$ cat config.mk
export PLATFORM = sky130hd
export DESIGN_NAME = parity_serial_rx
export DESIGN_NICKNAME = d
export VERILOG_FILES = /design/src/rtl/parity_serial_rx.sv
export SDC_FILE = /design/constraint.sdc
export NUM_CORES = 1
export LEC_CHECK = 0
export BUFFER_PORTS_ARGS = -buffer_cell sky130_fd_sc_hd__buf_2
export CAP_MARGIN = 20
export CORE_MARGIN = 2
export CORE_UTILIZATION = 53
export CTS_BUF_LIST = sky130_fd_sc_hd__clkbuf_4 sky130_fd_sc_hd__clkbuf_8 sky130_fd_sc_hd__clkbuf_16
export CTS_CLUSTER_SIZE = 16
export DETAILED_ROUTE_END_ITERATION = 6
export GPL_TIMING_DRIVEN = 0
export HOLD_SLACK_MARGIN = 0.08
export PLACE_DENSITY = 0.78
export SLEW_MARGIN = 5
export SYNTH_ARGS = -nofsm -noshare
export SYNTH_HDL_FRONTEND = slang
export SYNTH_SLANG_ARGS = --single-unit
$ cat constraint.sdc
create_clock -name clk -period 1.8 [get_ports clk]
set_input_delay 0.18 -clock clk [delete_from_list [all_inputs] [get_ports clk]]
set_output_delay 0.18 -clock clk [all_outputs]
set_load 0.005 [all_outputs]
$ cat src/rtl/parity_serial_rx.sv
// Receiver for the byte-parity link: start / 8 data (LSB first) / parity / stop, sampled on bit_en.
// Optional saturating parity-error counter is enabled by defining PARITY_ERR_CNT_EN.
module parity_serial_rx #(
  parameter bit          PARITY_ODD = 1'b0,
  parameter int unsigned CNT_W      = 8
) (
  input  logic             clk,
  input  logic             rst_n,
  input  logic             bit_en,
  input  logic             rx,
  output logic [7:0]       data_out,
  output logic             data_valid,
  output logic             parity_err,
  output logic             frame_err,
  output logic             busy,
  input  logic             cnt_clr,
  output logic [CNT_W-1:0] err_count
);

  typedef enum logic [1:0] {StIdle, StData, StParity, StStop} state_e;

  state_e     state_q;
  logic [2:0] bit_cnt_q;
  logic [7:0] shift_q;
  logic       pbit_q;
  logic       exp_par;

  assign exp_par = (^shift_q) ^ PARITY_ODD;
  assign busy    = (state_q != StIdle);

  always_ff @(posedge clk or negedge rst_n) begin
    if (!rst_n) begin
      state_q    <= StIdle;
      bit_cnt_q  <= 3'd0;
      shift_q    <= 8'h00;
      pbit_q     <= 1'b0;
      data_out   <= 8'h00;
      data_valid <= 1'b0;
      parity_err <= 1'b0;
      frame_err  <= 1'b0;
    end else begin
      data_valid <= 1'b0;
      parity_err <= 1'b0;
      frame_err  <= 1'b0;
      if (bit_en) begin
        unique case (state_q)
          StIdle: begin
            if (!rx) begin
              state_q   <= StData;
              bit_cnt_q <= 3'd0;
            end
          end
          StData: begin
            shift_q[bit_cnt_q] <= rx;
            bit_cnt_q          <= bit_cnt_q + 3'd1;
            if (bit_cnt_q == 3'd7) state_q <= StParity;
          end
          StParity: begin
            pbit_q  <= rx;
            state_q <= StStop;
          end
          StStop: begin
            state_q <= StIdle;
            // A bad stop bit discards both the byte and its parity result.
            if (rx) begin
              data_out   <= shift_q;
              data_valid <= 1'b1;
              parity_err <= (pbit_q != exp_par);
            end else begin
              frame_err  <= 1'b1;
            end
          end
          default: state_q <= StIdle;
        endcase
      end
    end
  end

`ifdef PARITY_ERR_CNT_EN
  logic [CNT_W-1:0] cnt_q;

  always_ff @(posedge clk or negedge rst_n) begin
    if (!rst_n) begin
      cnt_q <= '0;
    end else if (cnt_clr) begin
      // Clear wins over the count, but a coincident error is not lost.
      cnt_q <= parity_err ? CNT_W'(1) : '0;
    end else if (parity_err && (cnt_q != '1)) begin
      cnt_q <= cnt_q + CNT_W'(1);
    end
  end

  assign err_count = cnt_q;
`else
  logic unused_cnt_clr;
  assign unused_cnt_clr = cnt_clr;
  assign err_count      = '0;
`endif

endmodule
[After elaboration in Yosys (flattened, before gate mapping)]
Index checks and enable logic that the tools add are counted.
Storage, ports and cells
  output and inout port bits: 20
  input port bits: 5
  word-level logic and storage cells: 45
  register bits: 25
Operators by class
  order comparisons: 2
  equality and inequality tests: 7
  reduce and logical (&&, ||, !) cells: 10
  multiplexer cells: 17
  add/sub/neg operators: 1
Operator list (number)
  two-way mux 1 bit: 10
  AND reduction 3 bit: 3
  bitwise mux 8 bit: 1
  case mux 2 bit (4 select lines): 1
  XOR reduction 8 bit: 1
  case mux 3 bit (2 select lines): 1
  == test 2 bit (second input constant): 2
  < comparator 3 x 4 -> 1 bit (second input constant): 1
  two-way mux 2 bit: 2
  != test 2 bit (second input constant): 2
  AND reduction 2 bit: 2
  nonzero test 2 bit: 2
  adder 3 x 1 -> 3 bit (second input constant): 1
  demux 1 bit (select 3 bit): 1
  == test 3 bit (second input constant): 1
  >= comparator 3 x 1 -> 1 bit (second input constant): 1
  two-way mux 3 bit: 1
  == test 2 x 1 -> 1 bit (second input constant): 1
  zero test 2 bit: 1
  logical AND 1 bit: 1
  != test 1 bit: 1

[Depth between registers and ports, before layout]
  depth after elaboration: 5
  mapped depth: 5
  depth with buffers taken out: 5

[Least setup slack after synthesis]
OpenSTA, ideal clock, no wires.
  kind: reg-to-reg
  start point: register state_q[1]
  end point: register shift_q[1]
  arrival: 1.325 ns
  slack: 0.347 ns
  library setup time: 0.128 ns
  stages on the path, launching flop included: 6
  clock period less this slack: 1.453 ns
  cells stage by stage: dfrtp_1 > inv_1 > ha_1 > nand3_1 > nor3_1 > mux2_1
Between the ends
  word-level cells in the longest chain between the ends: 2
RTL lines
  from (decl): RTL line 22  | state_e state_q;
  from (signal assigned): RTL line 33  | state_q <= StIdle;
  from (signal assigned): RTL line 49  | state_q <= StData;
  from (signal assigned): RTL line 56  | if (bit_cnt_q == 3'd7) state_q <= StParity;
  == test 2 x 1 -> 1 bit: RTL line 46  | unique case (state_q)
  AND reduction 2 bit (no line)
  to (signal, indexed assignment): RTL line 54  | shift_q[bit_cnt_q] <= rx;
  to (decl): RTL line 24  | logic [7:0] shift_q;
No other way between the ends.
A chain may end at the register's enable or synchronous reset.

[Worst setup path after layout]
  start point: register state_q[1]
  end point: register shift_q[0]
Same word-level chain as after synthesis.

==> results.md <==
* Ys flop type: dfrtp_1
* Final period utilization at 91.3%
* Grt ovf at 0
* Cell Int Power at 1.34 mW
* Routability Congestion at 0.738
* Slew Limit Fails at 0
* Crit Path Class: reg2reg
* Top layer in use: met4
* Fin crit period at 1.64 ns
* Switching share of power at 34.9%
* Clk_skew at 0.00259 ns
* H-tree Lvls at 1
* Core area at 2230 µm²
* Logic pwr share at 41.5%
* Slowest CP cell: dfrtp_1
* Tightest Pin Transition at 0.541 ns
* R2R Path End: shift_q[0]
* Hold crit path type: in2reg
* Netlist Area Pre-Place at 1250 µm²
* Die area at 2770 µm²
* Register area at 626 µm²
* CP Max Fanout at 6
* Final ANT Viol Nets at 0
* Leak at 0.787 nW
* FP Rows at 17
* Metal3 WL at 64 µm
* Tot GR Track Use at 16.9%
* WP data required at 2.01 ns
* Routed WL at 1980 µm
* DR vias at 838
* DP HPWL at 1510 µm
* Pwr Density at 1450 nW/µm²
* Initial Util at 56.2%
* Syn Area/Cell at 10.7 µm²
* Synth unique cells at 26
* Worst path max stage delay at 0.43 ns
* Startpoint Class: flip-flop
* Worst hold start: bit_en
* Vias in the first global route at 832
* FF-to-FF Start: state_q[1]
* Status: finished, final reports clean
* Final Hold Vio Count at 0
* Drt pass-1 iters at 2
* FFs w/ async S/R, synth at 100%
* Overall power at 2.06 mW
* Initial DRC Count at 14
* Clk slew on worst S/H paths at 0.14 ns
* Crit-path cells: inv_1, ha_1, nand3b_1, nor3_1, mux2_1
* Flop pwr share at 46.3%
* Antenna Cells at 0
* Synthesized flop and latch total at 25
* Reg-to-reg slack, setup at 0.16 ns
* CTS tree: done
* Max frequency at 608 MHz
* I/O Buffers at 14
* Post-DR vias/cell at 4.90
* # resized after CTS at 0
* P_sw at 0.719 mW
* Worst reg2reg path depth at 5
* I/O pin total at 25
* Clk network pwr share at 12.2%
* WP data arrival at 1.86 ns
* Die Y at 52.7 µm
* Setup TNS at 0 ns
* Wl on met1 at 899 µm
* Slew margin rel. at 63.9%
* Worst setup EP type: flip-flop
* Sequential share of the synthesized area at 49.9%
* RSZ-0062 raised after global routing: no
* Horiz. Die Dim at 52.7 µm
* Layout cell share with drive strength beyond 1 at 21.7%
* Multi-input logic area at 568 µm²
* Final Setup Violations at 0
* Total clock sinks at 25
* DRC at 0
* CTS Buf Count at 3
* Total of max-cap violations at 0
* Synth Instances at 117
* Clk Latency, worst-skew pair at 0.32 ns
* VDD IR max at 0.000829 V
* Largest net degree at the start of global routing at 26
* CTS Root Cell: clkbuf_4
* Fillers at 192
* Met2 routed WL at 1000 µm
* Initial antenna violation count at 0
* NumNets Final at 156
* Hold endpoint: frame_err
* CTS Buffer Depth at 2
* Hold path depth at 3
* Synth warn at 0
* DR WL/cell at 11.6 µm
* First-pass GRT wire length at 3430 µm
* Post-synth EDFFs at 0
* Area grow syn2layout at 13.5%
-- metal layers --
layer,global-route usage [%],vias up
li1,-,417
met1,19.9,405
met2,29.8,14
met3,2.57,2
met4,7.69,0
met5,0,-
-- cell families (layout without fill, tap and decap cells) --
family | Yosys count | count (layout) | synth area share [%]
XOR/XNOR | 5 | 5 | 5.68
AO/OA/AOI/OAI | 6 | 6 | 3.59
flip-flops | 25 | 25 | 49.9
buffers and inverters | 15 | 34 | 6.98
other | 1 | 8 | 0.299
AND/OR/NAND/NOR | 45 | 45 | 15.2
adder cells (fa/ha/maj) | 7 | 7 | 6.98
multiplexers | 13 | 13 | 11.5
-- Yosys cell counts, types with 2 or more instances --
| library cell | number | area (µm²) |
|---|---|---|
| xnor2_1 | 2 | 17.5 |
| ha_1 | 7 | 87.6 |
| o21ai_1 | 2 | 10.0 |
| mux2_2 | 2 | 22.5 |
| mux2_1 | 9 | 101 |
| mux2i_1 | 2 | 20.0 |
| nor3_1 | 2 | 10.0 |
| xnor3_1 | 2 | 45.0 |
| nor2_1 | 8 | 30.0 |
| nand2_1 | 29 | 109 |
| dfrtp_1 | 25 | 626 |
| nand2b_1 | 2 | 12.5 |
| inv_1 | 5 | 18.8 |
| buf_4 | 8 | 60.1 |
-- flip-flops by register name (all words and copies together), names as in the netlist --
signal	count
bit_cnt_q	3
frame_err	1
state_q	2
data_out	8
pbit_q	1
data_valid	1
parity_err	1
shift_q	8
-- stage by stage --
step / util (%) / area (µm²) / worst slack (ns) / instances / hold WS, ns
2_1_floorplan: - / 1280 / 0.347 / 124 / -0.116
3_3_place_gp: 62.1 / 1390 / 0.223 / 166 / 0.189
3_5_place_dp: 62.1 / 1390 / 0.165 / 166 / 0.199
4_1_cts: 63.8 / 1420 / 0.144 / 171 / 0.116
5_1_grt: 63.8 / 1420 / 0.00690 / 171 / 0.135
6_report: 63.8 / 1420 / 0.156 / 171 / 0.123
-- worst max-delay path: cells and delay by family, from the launching register on --
kind          cells  cell delay, ns
mux               1            0.35
flops             1            0.43
fa+ha+maj         1            0.27
simple gates      2            0.37
buf+inv           1            0.12
-- area by class of cell --
cell class | instances | area share [%]
flip-flops and latches | 25 | 43.9
multi-input cells | 84 | 39.9
repair buffers | 15 | 5.62
plain buffers | 10 | 4.83
well taps | 28 | 2.46
clock buffers | 3 | 1.58
inverters | 5 | 1.32
clock inverters | 1 | 0.351
-- timing repair --
action | 4_1_cts | 5_1_grt
hold endpoints to repair | 25 | 0
setup endpoints to repair | 0 | 0
hold buffers | 1 | 0
buffers inserted | 0 | 0
-- cells in the final DEF, fill, tap and decap left out, types with 3 or more instances in the layout --
cell,Yosys,layout
nand2_1,29,29
buf_2,1,15
mux2_1,9,9
ha_1,7,7
conb_1,1,8
buf_4,8,8
inv_1,5,5
dfrtp_1,25,25
nor2_1,8,8
clkbuf_4,0,3
-- worst max path at each step --
stage | startpoint | to | slack, ns | depth (start not counted)
finish | state_q[1] | shift_q[0] | 0.16 | 5
detailed placement | state_q[1] | shift_q[0] | 0.16 | 5
global placement | state_q[1] | shift_q[0] | 0.22 | 5
floorplan | state_q[1] | shift_q[1] | 0.35 | 5
CTS | state_q[1] | shift_q[0] | 0.14 | 5
global route | state_q[1] | shift_q[0] | 0.007 | 5
-- power by group through the flow --
stage / clock [mW] / combinational, mW / sequential, mW
after floorplan: 0 / 0.643 / 0.941
after global placement: 0 / 0.820 / 0.952
after detailed placement: 0 / 0.865 / 0.969
after CTS: 0.259 / 0.869 / 0.955
after global routing: 0.271 / 0.971 / 0.986
final: 0.252 / 0.856 / 0.954
Power figures use the tool's default switching activity.
